## src/rtl/mips_pkg.sv

```systemverilog
// Shared types and constants for the MIPS fetch path.
package mips_pkg;

  typedef enum logic [2:0] {
    BOOT,
    REQ,
    WAIT,
    HOLD,
    HALT
  } fetch_state_e;

  typedef logic [1:0] fault_code_t;

  localparam fault_code_t FAULT_NONE     = 2'b00;
  localparam fault_code_t FAULT_MISALIGN = 2'b01;
  localparam fault_code_t FAULT_TIMEOUT  = 2'b10;

  localparam int unsigned PC_STEP = 4;

endpackage

```

## src/rtl/pc_fetch_unit_if.sv

```systemverilog
// Instruction-memory req/ack handshake between the fetch unit (master) and imem (slave).
interface pc_fetch_unit_if #(
  parameter int unsigned WIDTH = 32
) ();

  logic             imem_req;
  logic [WIDTH-1:0] imem_addr;
  logic             imem_ack;
  logic [WIDTH-1:0] imem_rdata;

  modport master (
    output imem_req,
    output imem_addr,
    input  imem_ack,
    input  imem_rdata
  );

  modport slave (
    input  imem_req,
    input  imem_addr,
    output imem_ack,
    output imem_rdata
  );

endinterface

```

## src/rtl/pc_fetch_unit_pc_register.sv

```systemverilog
// Program-counter storage: WIDTH-bit register with async reset to RESET_PC and load enable.
module pc_register #(
  parameter int unsigned           WIDTH    = 32,
  parameter logic [WIDTH-1:0]      RESET_PC = '0
) (
  input  logic             clk,
  input  logic             rst,
  input  logic             en_i,
  input  logic [WIDTH-1:0] d_i,
  output logic [WIDTH-1:0] q_o
);

  logic [WIDTH-1:0] pc_q;

  always_ff @(posedge clk or posedge rst) begin
    if (rst) begin
      pc_q <= RESET_PC;
    end else if (en_i) begin
      pc_q <= d_i;
    end
  end

  assign q_o = pc_q;

endmodule

```

## src/rtl/pc_fetch_unit.sv

```systemverilog
// PC owner and instruction-fetch sequencer: req/ack to imem, holds the fetched
// instruction until commit, counts retirements and latches the first fetch fault.
module pc_fetch_unit
  import mips_pkg::*;
#(
  parameter int unsigned      WIDTH    = 32,
  parameter logic [WIDTH-1:0] RESET_PC = '0,
  parameter int unsigned      TIMEOUT  = 15
) (
  input  logic                 clk,
  input  logic                 rst,
  input  logic [WIDTH-1:0]     pc_next,
  input  logic                 commit,
  input  logic                 stall,
  pc_fetch_unit_if.master      imem,
  output logic [WIDTH-1:0]     instr,
  output logic                 instr_valid,
  output logic [WIDTH-1:0]     pc,
  output logic [WIDTH-1:0]     pc_plus4,
  output logic [31:0]          retired_cnt,
  output logic                 fault,
  output logic [1:0]           fault_code
);

  localparam logic [7:0] TIMEOUT_CNT = 8'(TIMEOUT);

  fetch_state_e     state_q;
  logic [7:0]       wait_cnt_q;
  logic [WIDTH-1:0] instr_q;
  logic             valid_q;
  logic [31:0]      retired_q;
  logic             fault_q;
  fault_code_t      fault_code_q;

  logic             misaligned;
  logic             pc_load;

  assign misaligned = |pc_next[1:0];
  assign pc_load    = (state_q == HOLD) && commit && !misaligned;

  pc_register #(
    .WIDTH    (WIDTH),
    .RESET_PC (RESET_PC)
  ) u_pc_reg (
    .clk  (clk),
    .rst  (rst),
    .en_i (pc_load),
    .d_i  (pc_next),
    .q_o  (pc)
  );

  assign pc_plus4       = pc + WIDTH'(PC_STEP);
  assign imem.imem_addr = pc;
  // Request is qualified by the live stall so the REQ cycle itself carries the pulse.
  assign imem.imem_req  = (state_q == REQ) && !stall;

  always_ff @(posedge clk or posedge rst) begin
    if (rst) begin
      state_q      <= BOOT;
      wait_cnt_q   <= '0;
      instr_q      <= '0;
      valid_q      <= 1'b0;
      retired_q    <= '0;
      fault_q      <= 1'b0;
      fault_code_q <= FAULT_NONE;
    end else begin
      case (state_q)
        BOOT: state_q <= REQ;
        REQ: begin
          wait_cnt_q <= '0;
          if (!stall) state_q <= WAIT;
        end
        WAIT: begin
          if (imem.imem_ack) begin
            instr_q <= imem.imem_rdata;
            valid_q <= 1'b1;
            state_q <= HOLD;
          end else if (wait_cnt_q + 8'd1 == TIMEOUT_CNT) begin
            fault_q      <= 1'b1;
            fault_code_q <= FAULT_TIMEOUT;
            state_q      <= HALT;
          end else begin
            wait_cnt_q <= wait_cnt_q + 8'd1;
          end
        end
        HOLD: begin
          if (commit) begin
            valid_q <= 1'b0;
            if (misaligned) begin
              fault_q      <= 1'b1;
              fault_code_q <= FAULT_MISALIGN;
              state_q      <= HALT;
            end else begin
              retired_q <= retired_q + 32'd1;
              state_q   <= REQ;
            end
          end
        end
        HALT:    valid_q <= 1'b0;
        default: state_q <= HALT;
      endcase
    end
  end

  assign instr       = instr_q;
  assign instr_valid = valid_q;
  assign retired_cnt = retired_q;
  assign fault       = fault_q;
  assign fault_code  = fault_code_q;

endmodule

```

## src/flat_wrapper.sv

```systemverilog
// flat-port wrapper written by rule: the top's interface ports become plain ports
module pc_fetch_unit_flat import mips_pkg::*;
#(
  parameter int unsigned      WIDTH    = 32,
  parameter logic [WIDTH-1:0] RESET_PC = '0,
  parameter int unsigned      TIMEOUT  = 15
)
  (clk, rst, pc_next, commit, stall, instr, instr_valid, pc, pc_plus4, retired_cnt, fault, fault_code, imem_imem_req, imem_imem_addr, imem_imem_ack, imem_imem_rdata);
  pc_fetch_unit_if #(.WIDTH(WIDTH)) imem_i ();
  input  logic clk;
  input  logic rst;
  input  logic [WIDTH-1:0] pc_next;
  input  logic commit;
  input  logic stall;
  output logic [WIDTH-1:0] instr;
  output logic instr_valid;
  output logic [WIDTH-1:0] pc;
  output logic [WIDTH-1:0] pc_plus4;
  output logic [31:0] retired_cnt;
  output logic fault;
  output logic [1:0] fault_code;
  output wire logic [$bits(imem_i.imem_req)-1:0] imem_imem_req;
  output wire logic [$bits(imem_i.imem_addr)-1:0] imem_imem_addr;
  input wire logic [$bits(imem_i.imem_ack)-1:0] imem_imem_ack;
  input wire logic [$bits(imem_i.imem_rdata)-1:0] imem_imem_rdata;
  assign imem_imem_req = imem_i.imem_req;
  assign imem_imem_addr = imem_i.imem_addr;
  assign imem_i.imem_ack = imem_imem_ack;
  assign imem_i.imem_rdata = imem_imem_rdata;
  pc_fetch_unit #(.WIDTH(WIDTH), .RESET_PC(RESET_PC), .TIMEOUT(TIMEOUT)) u_core (.clk(clk), .rst(rst), .pc_next(pc_next), .commit(commit), .stall(stall), .imem(imem_i), .instr(instr), .instr_valid(instr_valid), .pc(pc), .pc_plus4(pc_plus4), .retired_cnt(retired_cnt), .fault(fault), .fault_code(fault_code));
endmodule
```

## config.mk

```make
export PLATFORM = sky130hd
export DESIGN_NAME = pc_fetch_unit_flat
export DESIGN_NICKNAME = d
export VERILOG_FILES = /design/src/rtl/mips_pkg.sv /design/src/rtl/pc_fetch_unit_if.sv /design/src/rtl/pc_fetch_unit_pc_register.sv /design/src/rtl/pc_fetch_unit.sv /design/src/flat_wrapper.sv
export SDC_FILE = /design/constraint.sdc
export NUM_CORES = 1
export LEC_CHECK = 0
export CORE_ASPECT_RATIO = 2
export CORE_UTILIZATION = 29
export CTS_CLUSTER_SIZE = 8
export DETAILED_ROUTE_END_ITERATION = 10
export PLACE_DENSITY = 0.58
export SYNTH_ARGS = -nofsm -noshare
export SYNTH_HDL_FRONTEND = slang
export SYNTH_SLANG_ARGS = --single-unit
```

## constraint.sdc

```tcl
create_clock -name clk -period 11.1 [get_ports clk]
set_input_delay 3.33 -clock clk [delete_from_list [all_inputs] [get_ports clk]]
set_output_delay 3.33 -clock clk [all_outputs]
set_load 0.02 [all_outputs]
```

Yosys cells after proc, flatten, opt, wreduce, memory -nomap -nowiden --
Cells that the tools add are included.
Operators by class: add/sub/neg operators 3, reduce and logical (&&, ||, !) cells 16, bitwise operators 2, equality and inequality tests 13, muxes and demuxes 22
Operators with widths (count):
- adder 32 x 1 -> 32 bit (second input constant) | 1
- adder 32 x 3 -> 32 bit (second input constant) | 1
- two-way mux 8 bit | 2
- one-hot mux 8 bit (2 select lines) | 1
- two-way mux 3 bit | 5
- one-hot mux 3 bit (5 select lines) | 1
- inequality test 2 bit (second input constant) | 5
- AND reduction 3 bit | 3
- adder 8 x 1 -> 8 bit (second input constant) | 1
- == test 8 x 4 -> 1 bit (second input constant) | 1
- two-way mux 2 bit | 4
- == test 3 x 2 -> 1 bit (second input constant) | 2
- two-way mux 1 bit | 6
- AND reduction 5 bit | 1
- inequality test 2 x 1 -> 1 bit (second input constant) | 2
- one-hot mux 2 bit (2 select lines) | 1
- AND reduction 4 bit | 1
- nonzero test 2 bit | 2
- == test 3 x 1 -> 1 bit (second input constant) | 1
- == test 3 bit (second input constant) | 1
- logical AND 1 bit | 3
- zero test 3 bit | 1
- inequality test 3 x 2 -> 1 bit (second input constant) | 1
- one-hot mux 1 bit (3 select lines) | 1
- 6 further kinds | 8
Word-level totals: input bits 69, word-level logic and storage cells 64, bits in registers 111

Longest topological paths before layout --
Gate-level depths: netlist (run 1).
word-level depth 5, depth in mapped cells 7, gate-level depth less buffers 7

Cells and area by module --
Synthesis (run 1) repeated with hierarchy kept, for this count alone.
Unflattened totals: cell total of the unflattened synthesis 465, area, all modules 5599.1 um^2
By module, submodules not included:
- pc_fetch_unit | area each 4250.3 um^2, cells each 396, times used 1
- pc_register | area each 1348.8 um^2, cells each 69, times used 1

Least setup slack after synthesis (run 1) --
Ideal clock, no wire load.
path kind input-to-output, from input port stall, to output port imem_imem_req, cell stages on the path 1, setup slack 4.147 ns, arrival time 3.623 ns, required time 7.770 ns, path through nor2_1
Between the ends: cells in the longest elaborated chain, start to end 2
RTL lines:
- from (decl) | RTL line flat_wrapper.sv:14 | input logic stall;
- zero test 1 bit | RTL line pc_fetch_unit.sv:55 | assign imem.imem_req = (state_q == REQ) && !stall;
- logical AND 1 bit | RTL line pc_fetch_unit.sv:55
- to (decl) | RTL line flat_wrapper.sv:22 | output wire logic [$bits(imem_i.imem_req)-1:0] imem_imem_req;
No other way between the ends.

Final worst setup path (run 1) --
Ends and elaborated chain as after synthesis.

==> qor.csv, run 1 <==
stage,metric,value,unit
placement,I/O Buffers,233,
floorplan,Die Area,19300,um^2
route,wire length per cell,17.2,um
finish,share of cells above drive strength 1,7.57,%
status,status,finished clean,
yosys,Synth Register Bits,111,
clock_tree,CTS buffer count,9,
yosys,distinct cell type count after synthesis,48,
setup_path,crit-path max cell delay,610,ps
floorplan,core area,18300,um^2
setup_path,CP Launch Type,primary input,
flow_run,max-cap viol count,0,
timing,Final Hold Viols,0,
route,first-iteration detailed-routing DRC count,114,
clock_tree,"Reg clk slew, reported paths",70,ps
yosys,Syn. warnings,0,
yosys,Mapped Avg Cell Area,10.3,um^2
yosys,Mapped Cells,526,
timing,final worst slack,3270,ps
grt,largest net degree at the start of global routing,66,
setup_path,Critical Path Start,stall,
setup_path,crit-path max FO,3,
yosys,Syn Nets,599,
setup_path,CP max stage cell,clkdlybuf4s50_1,
clock_tree,# clock sinks,111,
power_and_ir_drop,worst vdd ir,0.0000630,V
timing,final setup TNS,0,ps
grt,vias in the first global route,4611,
yosys,cell area after synthesis,5420,um^2
floorplan,I/O Pins,234,
timing,fin. max-slew vios,0,
setup_path,"Arr. time, crit path",4500,ps
timing,Tcrit/Tclk final,70.6,%
finish,post-route cell area,7990,um^2
placement,Final HPWL DP,12500,um
timing,worst relative slew slack,45.8,%
yosys,Post-synth EDFFs,0,
floorplan,Initial Util,29.6,%
timing,worst-margin pin slew,813,ps
setup_path,CP Buf/Inv Count,2,
setup_path,WS Path Type,primary input to output port,
setup_path,Stages on worst setup path,3,
power_and_ir_drop,total power,734,uW
route,DR vias/cell,4.72,
yosys,ys flop type,dfrtp_1,
setup_path,crit-path cells,clkdlybuf4s50_1 -> nor2_1 -> clkdlybuf4s50_1,
clock_tree,cts hold-fix bufs,0,
placement,pre-CTS WS,3250,ps
grt,first-pass GRT wire length,25400,um
setup_path,"Top cell by count, worst path",clkdlybuf4s50_1,
setup_path,worst endpoint required time,7770,ps
placement,dpl cell area,7730,um^2
setup_path,Crit. End Element,output port,
yosys,sequential cell area fraction in the yosys report,51.2,%
floorplan,die height,195,um
hold_path,hold crit path type,register to register,
timing,fin crit period,7830,ps
power_and_ir_drop,Lkg Pwr,3.57,nW
clock_tree,H-Tree Depth,3,
clock_tree,root buf cell,clkbuf_16,
clock_tree,CTS tree,built,
timing,clk_skew,4.99,ps
floorplan,die width,98.7,um
route,vias post-DR,4447,
finish,fin util,43.6,%
setup_path,r2r worst-path depth,6,
clock_tree,clk_lat worst skew,350,ps
finish,# nets final,798,
finish,ANT cells,0,
setup_path,reg2reg end,u_core.retired_cnt[12],
grt,initial antenna violation count,0,
grt,gr usage total,17.2,%
setup_path,origin of the critical flop-to-flop path,u_core.state_q[0],
route,Remaining DRCs,0,
finish,area grow syn2layout,47.3,%
timing,final setup vio count,0,
setup_path,Top delay family on crit path,buffers and inverters,
clock_tree,Max Root-Sink Buffers,2,
grt,Congestion Overflow GR,0,
setup_path,Setup crit end,imem_imem_req,
floorplan,Site Rows,70,
setup_path,worst reg-to-reg setup slack,8940,ps
route,Detailed Routing Iterations Pass 1,4,
yosys,ys async rst share,100,%
timing,Fmax achieved,128,MHz
clock_tree,Post-CTS Setup Bufs,0,
route,WL final,16200,um
timing,unrepaired setup endpoints after global routing,no,
placement,Placer Congestion,0.849,
route,number of routed nets with antenna violations,0,
clock_tree,post-CTS sizing,0,
power_and_ir_drop,PwrDens,91.9,nW/um^2
[synth_stat cells (2+ instances only)]
cell        n  area share, %
clkbuf_1    5           0.35
buf_2       9           0.83
and3_1     16            1.8
nand2_1   117            8.1
mux2_1      2           0.42
ha_1        4           0.92
nand4_1    10            1.2
mux2i_1     4           0.74
xor2_1     16            2.6
a31oi_1     3           0.35
nor2_1     16            1.1
buf_4      34            4.7
and2_1      5           0.58
inv_1      11           0.76
nor4_1      3           0.35
nand3_1    33            3.0
xnor2_1    45            7.3
nor3_1      9           0.83
o21ai_0     8           0.74
nand2b_1    2           0.23
a21oi_1     4           0.37
dfrtp_1   111             51
and4_1      4           0.65
mux2_2     31            6.4
[routing by layer]
metal  up-vias  track usage, %  part of all wire (%)
met5         -               0                     0
met4         0            6.85                   2.0
met3        15            2.61                   4.2
met2       146            32.4                    55
met1      2161            18.9                    39
li1       2125               -                     -
[placed cells by master, fill, tap and decap left out, types with 2 or more instances in the layout]
cell | synthesis | layout
a21oi_1 | 4 | 4
a31oi_1 | 3 | 3
and2_1 | 5 | 5
and3_1 | 16 | 16
and4_1 | 4 | 4
buf_4 | 34 | 4
clkbuf_1 | 5 | 2
clkbuf_16 | 0 | 9
clkdlybuf4s50_1 | 0 | 233
dfrtp_1 | 111 | 111
ha_1 | 4 | 4
inv_1 | 11 | 10
mux2_1 | 2 | 2
mux2_2 | 31 | 31
mux2i_1 | 4 | 4
nand2_1 | 117 | 117
nand2b_1 | 2 | 2
nand3_1 | 33 | 33
nand4_1 | 10 | 10
nor2_1 | 16 | 16
nor3_1 | 9 | 9
nor4_1 | 3 | 3
o21ai_0 | 8 | 8
xnor2_1 | 45 | 45
xor2_1 | 16 | 16
[layout make-up]
cell class	count	area (um^2)
clock buffers	12	246
clock inverters	1	7.51
fillers	1825	10300
inverters	11	43.8
multi-input cells	355	2280
flip-flops and latches	111	2780
well taps	216	270
repair buffers	237	2360
[worst reg2reg max path: stages (launching register included)]
cell     delay (ps)
dfrtp_1         640
and4b_1         360
and2_1          150
buf_4           370
nand2_1         160
nor3_1          250
xor2_1          170
[report_power, final]
group	leakage (nW)	total, mW	switching (mW)	internal (mW)
Combinational	1.94	0.0349	0.0132	0.0217
Sequential	1.51	0.405	0.000592	0.405
Clock	0.121	0.293	0.138	0.155
[sequential cells by signal, indices dropped and copies added, names as in the netlist]
register	flops
u_core.u_pc_reg.q_o	32
u_core.fault	1
u_core.instr_valid	1
u_core.retired_cnt	32
u_core.instr	32
u_core.wait_cnt_q	8
u_core.state_q	3
u_core.fault_code	2
[worst min-delay path by stage]
stage | depth (start not counted) | to | slack [ps] | startpoint
global placement | 1 | u_core.fault | 460 | u_core.fault
global route | 1 | u_core.retired_cnt[31] | 500 | u_core.retired_cnt[31]
floorplan | 1 | u_core.wait_cnt_q[4] | 490 | u_core.wait_cnt_q[4]
detailed placement | 1 | u_core.fault | 460 | u_core.fault
CTS | 1 | u_core.retired_cnt[31] | 480 | u_core.retired_cnt[31]
finish | 1 | u_core.retired_cnt[31] | 470 | u_core.retired_cnt[31]
[stage by stage]
| stage | hold slack [ps] | instances |
|---|---|---|
| after floorplan | 485 | 526 |
| after global placement | 455 | 930 |
| after detailed placement | 463 | 930 |
| after CTS | 476 | 943 |
| after global routing | 502 | 943 |
| final | 468 | 943 |
[cell families after synthesis]
kind of cell | Yosys count | synth area share [%]
and+or+nand+nor | 229 | 20.7
DFF | 111 | 51.2
xor gates and xnor gates | 61 | 9.85
buffers and inverters | 60 | 6.74
muxes | 37 | 7.59
AOI/OAI and AO/OA | 24 | 2.91
adders and majority gates | 4 | 0.923
No activity file was read; power rests on OpenSTA's default activity.
==> inputs of run 2 (changes only) <==
Clock period 11.1 ns to 7.45 ns, I/O delays scaled along.
==> run 2 against run 1 <==
Effect of this change: cell count up 0.53%; register-to-register slack worse by 3700 ps; global-route usage barely moved; largest cell class unchanged.
==> qor.csv, run 2 (synthesis gave the netlist of run 1 again) <==
stage,metric,value,unit,change
clock_tree,Post-CTS Setup Bufs,0,,unchanged
power_and_ir_drop,PwrDens,145,nW/um^2,+57%
setup_path,"Arr. time, crit path",3400,ps,-1100 ps
grt,gr usage total,17.2,%,+0.025 points
floorplan,Die Area,19300,um^2,unchanged
timing,Fmax achieved,177,MHz,
clock_tree,CTS tree,built,,
finish,fillcell total,1781,,-2.4%
placement,dpl cell area,7730,um^2,unchanged
finish,post-route cell area,8060,um^2,+0.88%
route,vias post-DR,4499,,+1.2%
setup_path,WS Path Type,primary input to output port,,
timing,Tcrit/Tclk final,75.7,%,
route,Detailed Routing Iterations Pass 1,4,,unchanged
power_and_ir_drop,total power,1.17,mW,+59%
floorplan,core area,18300,um^2,unchanged
clock_tree,clk_lat worst skew,350,ps,about the same
route,first-iteration detailed-routing DRC count,142,,+25%
clock_tree,post-CTS sizing,0,,unchanged
clock_tree,H-Tree Depth,3,,unchanged
finish,# nets final,798,,unchanged
timing,WHS,467,ps,-1.21 ps
timing,fin. max-slew vios,0,,unchanged
route,number of routed nets with antenna violations,0,,unchanged
route,DR vias/cell,4.75,,+0.64%
clock_tree,# clock sinks,111,,unchanged
finish,register area,2780,um^2,unchanged
finish,"leading cell type in the layout, fill and taps excluded",clkdlybuf4s50_1,,
clock_tree,cts hold-fix bufs,0,,unchanged
timing,final setup vio count,0,,unchanged
finish,Final Instance Count excl. Fillers,948,,+0.53%
placement,I/O Buffers,233,,unchanged
power_and_ir_drop,Lkg Pwr,3.60,nW,+0.88%
timing,unrepaired setup endpoints after global routing,no,,
hold_path,hold crit path type,register to register,,
timing,final worst slack,1810,ps,-1450 ps
timing,Final Hold Viols,0,,unchanged
finish,share of cells above drive strength 1,8.22,%,+0.65 points
floorplan,Initial Util,29.6,%,unchanged
placement,Final HPWL DP,12400,um,-0.38%
clock_tree,CTS buffer count,9,,unchanged
floorplan,Site Rows,70,,unchanged
placement,Cells after DPL,930,,unchanged
timing,worst-margin pin slew,843,ps,+29.9 ps
setup_path,CP Launch Type,primary input,,
route,WL final,16200,um,+0.14%
grt,first-pass GRT wire length,25200,um,-0.74%
floorplan,die height,195,um,unchanged
floorplan,I/O Pins,234,,unchanged
setup_path,crit-path max FO,3,,unchanged
finish,footprint of the multi-input gates,2280,um^2,unchanged
grt,vias in the first global route,4665,,+1.2%
grt,largest net degree at the start of global routing,68,,+3.0%
route,wire length per cell,17.1,um,-0.39%
timing,fin crit period,5640,ps,
finish,area grow syn2layout,48.6,%,
status,status,finished clean,,
placement,Placer Congestion,0.855,,+0.81%
placement,pre-CTS WS,1820,ps,-1440 ps
timing,final setup TNS,0,ps,unchanged
finish,most frequent cells in the layout,"clkdlybuf4s50_1 (233), nand2_1 (117), dfrtp_1 (111)",,
route,Remaining DRCs,0,,unchanged
clock_tree,Max Root-Sink Buffers,2,,unchanged
setup_path,worst endpoint required time,5220,ps,-2550 ps
clock_tree,root buf cell,clkbuf_16,,
setup_path,Crit. End Element,output port,,
flow_run,max-cap viol count,0,,unchanged
clock_tree,"Reg clk slew, reported paths",80,ps,about the same
timing,clk_skew,9.46,ps,+4.47 ps
floorplan,die width,98.7,um,unchanged
grt,Congestion Overflow GR,0,,unchanged
finish,fin util,44.0,%,+0.38 points
power_and_ir_drop,worst vdd ir,0.000108,V,+71%
grt,initial antenna violation count,2,,+2
timing,worst relative slew slack,43.8,%,-2.0 points
[run 2: final cells by class]
class | instances | area share, %
sequential | 111 | 34.5
timing repair buffer | 237 | 29.3
antenna | 2 | 0.0621
tap | 216 | 3.35
multi-input combinational | 355 | 28.3
clock buffer | 10 | 2.97
inverter | 11 | 0.544
clock inverter | 6 | 0.994
[run 2: path summary, 6_finish.rpt]
path / to / cells past startpoint / slack [ps] / start
max: imem_imem_req / 3 / 1810 / stall
min: u_core.fault / 1 / 470 / u_core.fault
max reg2reg: u_core.retired_cnt[12] / 6 / 5240 / u_core.state_q[0]
min reg2reg: u_core.fault / 1 / 470 / u_core.fault
max in group asynchronous: u_core.retired_cnt[20] / 3 / 3900 / rst
min in group asynchronous: u_core.instr[10] / 2 / 2400 / rst
[run 2: power breakdown]
part | switching [mW] | internal (mW)
clock | 0.234 | 0.276
sequential | 0.000863 | 0.603
combinational | 0.0193 | 0.0323
total | 0.255 | 0.911
[run 2: worst max-delay path, cell delays in order]
cell             delay (ps)
clkdlybuf4s50_1         430
nor2_1                  110
clkdlybuf4s50_1         620
[run 2: metal layers]
metal  vias up  track usage [%]  part of all wire (%)
met5         -                0                     0
met4         0             10.8                   4.6
met3        34             2.72                   4.8
met2       179             31.1                    53
met1      2160             18.3                    37
li1       2126                -                     -
==> inputs of run 3 (changes only) <==
Clock period 7.45 ns to 5.4 ns, I/O delays scaled along.
==> run 3 against run 2 <==
Effect of this change: die area is the same; sequential power grew 38%; count of clock-buffer cells in the layout grew 2; non-clock buffer count grew 1; flip-flop and latch count is the same; cell area shrank 0.20%; sequential share of layout area grew 0.070 points; critical path type is now register to output port; largest power group unchanged.
==> qor.csv, run 3 (synthesis gave the netlist of run 1 again) <==
stage,metric,value,unit,change
power_and_ir_drop,Clock power frac,41.6,%,-2.2 points
timing,unrepaired setup endpoints after global routing,no,,
setup_path,crit-path max cell delay,650,ps,+30 ps
timing,worst relative slew slack,54.3,%,+10 points
timing,Final Hold Viols,0,,unchanged
floorplan,Die Area,19300,um^2,unchanged
floorplan,Initial Util,29.6,%,unchanged
route,first-iteration detailed-routing DRC count,119,,-16%
clock_tree,post-CTS sizing,0,,unchanged
clock_tree,CTS tree,built,,
grt,initial antenna violation count,1,,-1
timing,WHS,472,ps,+5.23 ps
finish,footprint of the multi-input gates,2280,um^2,unchanged
timing,fin. max-slew vios,0,,unchanged
route,wire length per cell,17.4,um,+1.4%
route,Remaining DRCs,0,,unchanged
power_and_ir_drop,PwrDens,193,nW/um^2,+33%
route,number of routed nets with antenna violations,0,,unchanged
placement,Final HPWL DP,12700,um,+2.6%
finish,share of cells above drive strength 1,8.21,%,-0.011 points
route,WL final,16500,um,+1.4%
grt,Congestion Overflow GR,0,,unchanged
clock_tree,Max Root-Sink Buffers,2,,unchanged
clock_tree,Post-CTS Setup Bufs,0,,unchanged
finish,fillcell total,1797,,+0.90%
finish,register area,2780,um^2,unchanged
clock_tree,"Reg clk slew, reported paths",70,ps,about the same
floorplan,Site Rows,70,,unchanged
timing,worst-margin pin slew,686,ps,-157 ps
floorplan,die width,98.7,um,unchanged
setup_path,WS Path Type,register to output port,,
status,status,finished clean,,
timing,Tcrit/Tclk final,83.1,%,
timing,final setup vio count,0,,unchanged
clock_tree,clk_lat worst skew,350,ps,about the same
setup_path,crit-path cells,nand4_1 -> nor2_1 -> and3_1 -> nor2b_1 -> xnor2_1 -> clkdlybuf4s50_1,,
route,Detailed Routing Iterations Pass 1,4,,unchanged
power_and_ir_drop,worst vdd ir,0.000119,V,+10%
power_and_ir_drop,Flop pwr share,53.7,%,+1.9 points
grt,first-pass GRT wire length,25700,um,+1.9%
timing,Fmax achieved,223,MHz,
grt,gr usage total,17.5,%,+0.28 points
route,DR vias/cell,4.73,,-0.33%
timing,final setup TNS,0,ps,unchanged
placement,Placer Congestion,0.880,,+2.9%
clock_tree,# clock sinks,111,,unchanged
clock_tree,H-Tree Depth,3,,unchanged
grt,vias in the first global route,4794,,+2.8%
clock_tree,cts hold-fix bufs,0,,unchanged
setup_path,crit-path max FO,8,,+5
finish,area grow syn2layout,48.3,%,
placement,I/O Buffers,233,,unchanged
clock_tree,CTS buffer count,9,,unchanged
clock_tree,root buf cell,clkbuf_16,,
power_and_ir_drop,Lkg Pwr,3.60,nW,-0.19%
hold_path,hold crit path type,register to register,,
setup_path,Crit. End Element,output port,,
timing,clk_skew,6.82,ps,-2.64 ps
floorplan,die height,195,um,unchanged
setup_path,worst endpoint required time,3780,ps,-1440 ps
power_and_ir_drop,Psw,335,uW,+32%
power_and_ir_drop,Comb power frac,4.7,%,+0.3 points
setup_path,CP max stage cell,clkdlybuf4s50_1,,
floorplan,I/O Pins,234,,unchanged
power_and_ir_drop,Net Sw Frac,21.6,%,-0.27 points
finish,"leading cell type in the layout, fill and taps excluded",clkdlybuf4s50_1,,
power_and_ir_drop,Int Power,1.22,mW,+34%
finish,# nets final,799,,+0.13%
hold_path,Worst Hold Path Cells,1,,unchanged
setup_path,CP Launch Type,register,,
setup_path,r2r worst-path depth,6,,unchanged
floorplan,core area,18300,um^2,unchanged
setup_path,"Arr. time, crit path",2870,ps,-530 ps
finish,most frequent cells in the layout,"clkdlybuf4s50_1 (233), nand2_1 (117), dfrtp_1 (111)",,
route,vias post-DR,4484,,-0.33%
timing,fin crit period,4490,ps,
grt,largest net degree at the start of global routing,58,,-15%
flow_run,max-cap viol count,0,,unchanged
-- run 3: changes by cell type in the layout (fill, tap and decap cells not counted), sizes merged --
cell	before	now
diode	2	1
bufinv	1	0
buf	4	5
clkinv	3	1
clkinvlp	1	2
clkbuf	10	12
-- run 3: final cells by class --
type / instances / area share [%]
diodes: 1 / 0.0311
clock buffers: 12 / 3.19
clock inverters: 4 / 0.358
inverters: 11 / 0.545
multi-input cells: 355 / 28.3
flip-flops and latches: 111 / 34.5
well taps: 216 / 3.36
repair buffers: 238 / 29.6
-- run 3: through the flow --
| stage | power, mW | cell area (um^2) | cells | setup slack [ps] | utilization [%] |
|---|---|---|---|---|---|
| final | 1.55 | 8040 | 948 | 912 | 43.9 |
| after CTS | 1.58 | 8040 | 947 | 872 | 43.9 |
| after detailed placement | 0.924 | 7750 | 931 | 979 | 42.4 |
| after global placement | 0.923 | 7750 | 931 | 970 | 42.4 |
| after floorplan | 0.865 | 5420 | 526 | 849 | - |
| after global routing | 1.61 | 8040 | 948 | 713 | 43.9 |
-- run 3: path summary, 6_finish.rpt --
kind                                            to                     from  slack, ps
min in group asynchronous         u_core.instr[19]                      rst       1730
max reg2reg                 u_core.retired_cnt[12]        u_core.state_q[0]       3100
max                                   pc_plus4[24]  u_core.u_pc_reg.q_o[10]        910
min reg2reg                 u_core.retired_cnt[31]   u_core.retired_cnt[31]        470
max in group asynchronous  u_core.u_pc_reg.q_o[28]                      rst       2870
min                         u_core.retired_cnt[31]   u_core.retired_cnt[31]        470
-- run 3: power groups by stage --
stage | registers, mW | logic, mW | clock network (mW)
6_report | 0.833 | 0.0733 | 0.646
3_5_place_dp | 0.849 | 0.0752 | 0
3_3_place_gp | 0.849 | 0.0738 | 0
4_1_cts | 0.833 | 0.0756 | 0.676
2_1_floorplan | 0.849 | 0.0160 | 0
5_1_grt | 0.833 | 0.0805 | 0.702
-- run 3: worst max-delay path, delay by kind of cell, from the launching register on --
kind                      cells  cell delay (ps)
xor gates and xnor gates      1              160
buffers and inverters         1              650
DFF                           1              470
and+or+nand+nor               4             1230
-- run 3: layer usage --
layer / up-vias / share of wire (%) / routed length (um) / global-route usage [%]
met5: - / 0 / 0 / 0
met4: 0 / 3.1 / 504 / 8.35
met3: 24 / 4.4 / 718 / 3.19
met2: 149 / 55 / 8980 / 32.2
met1: 2183 / 38 / 6250 / 18.9
li1: 2128 / - / - / -
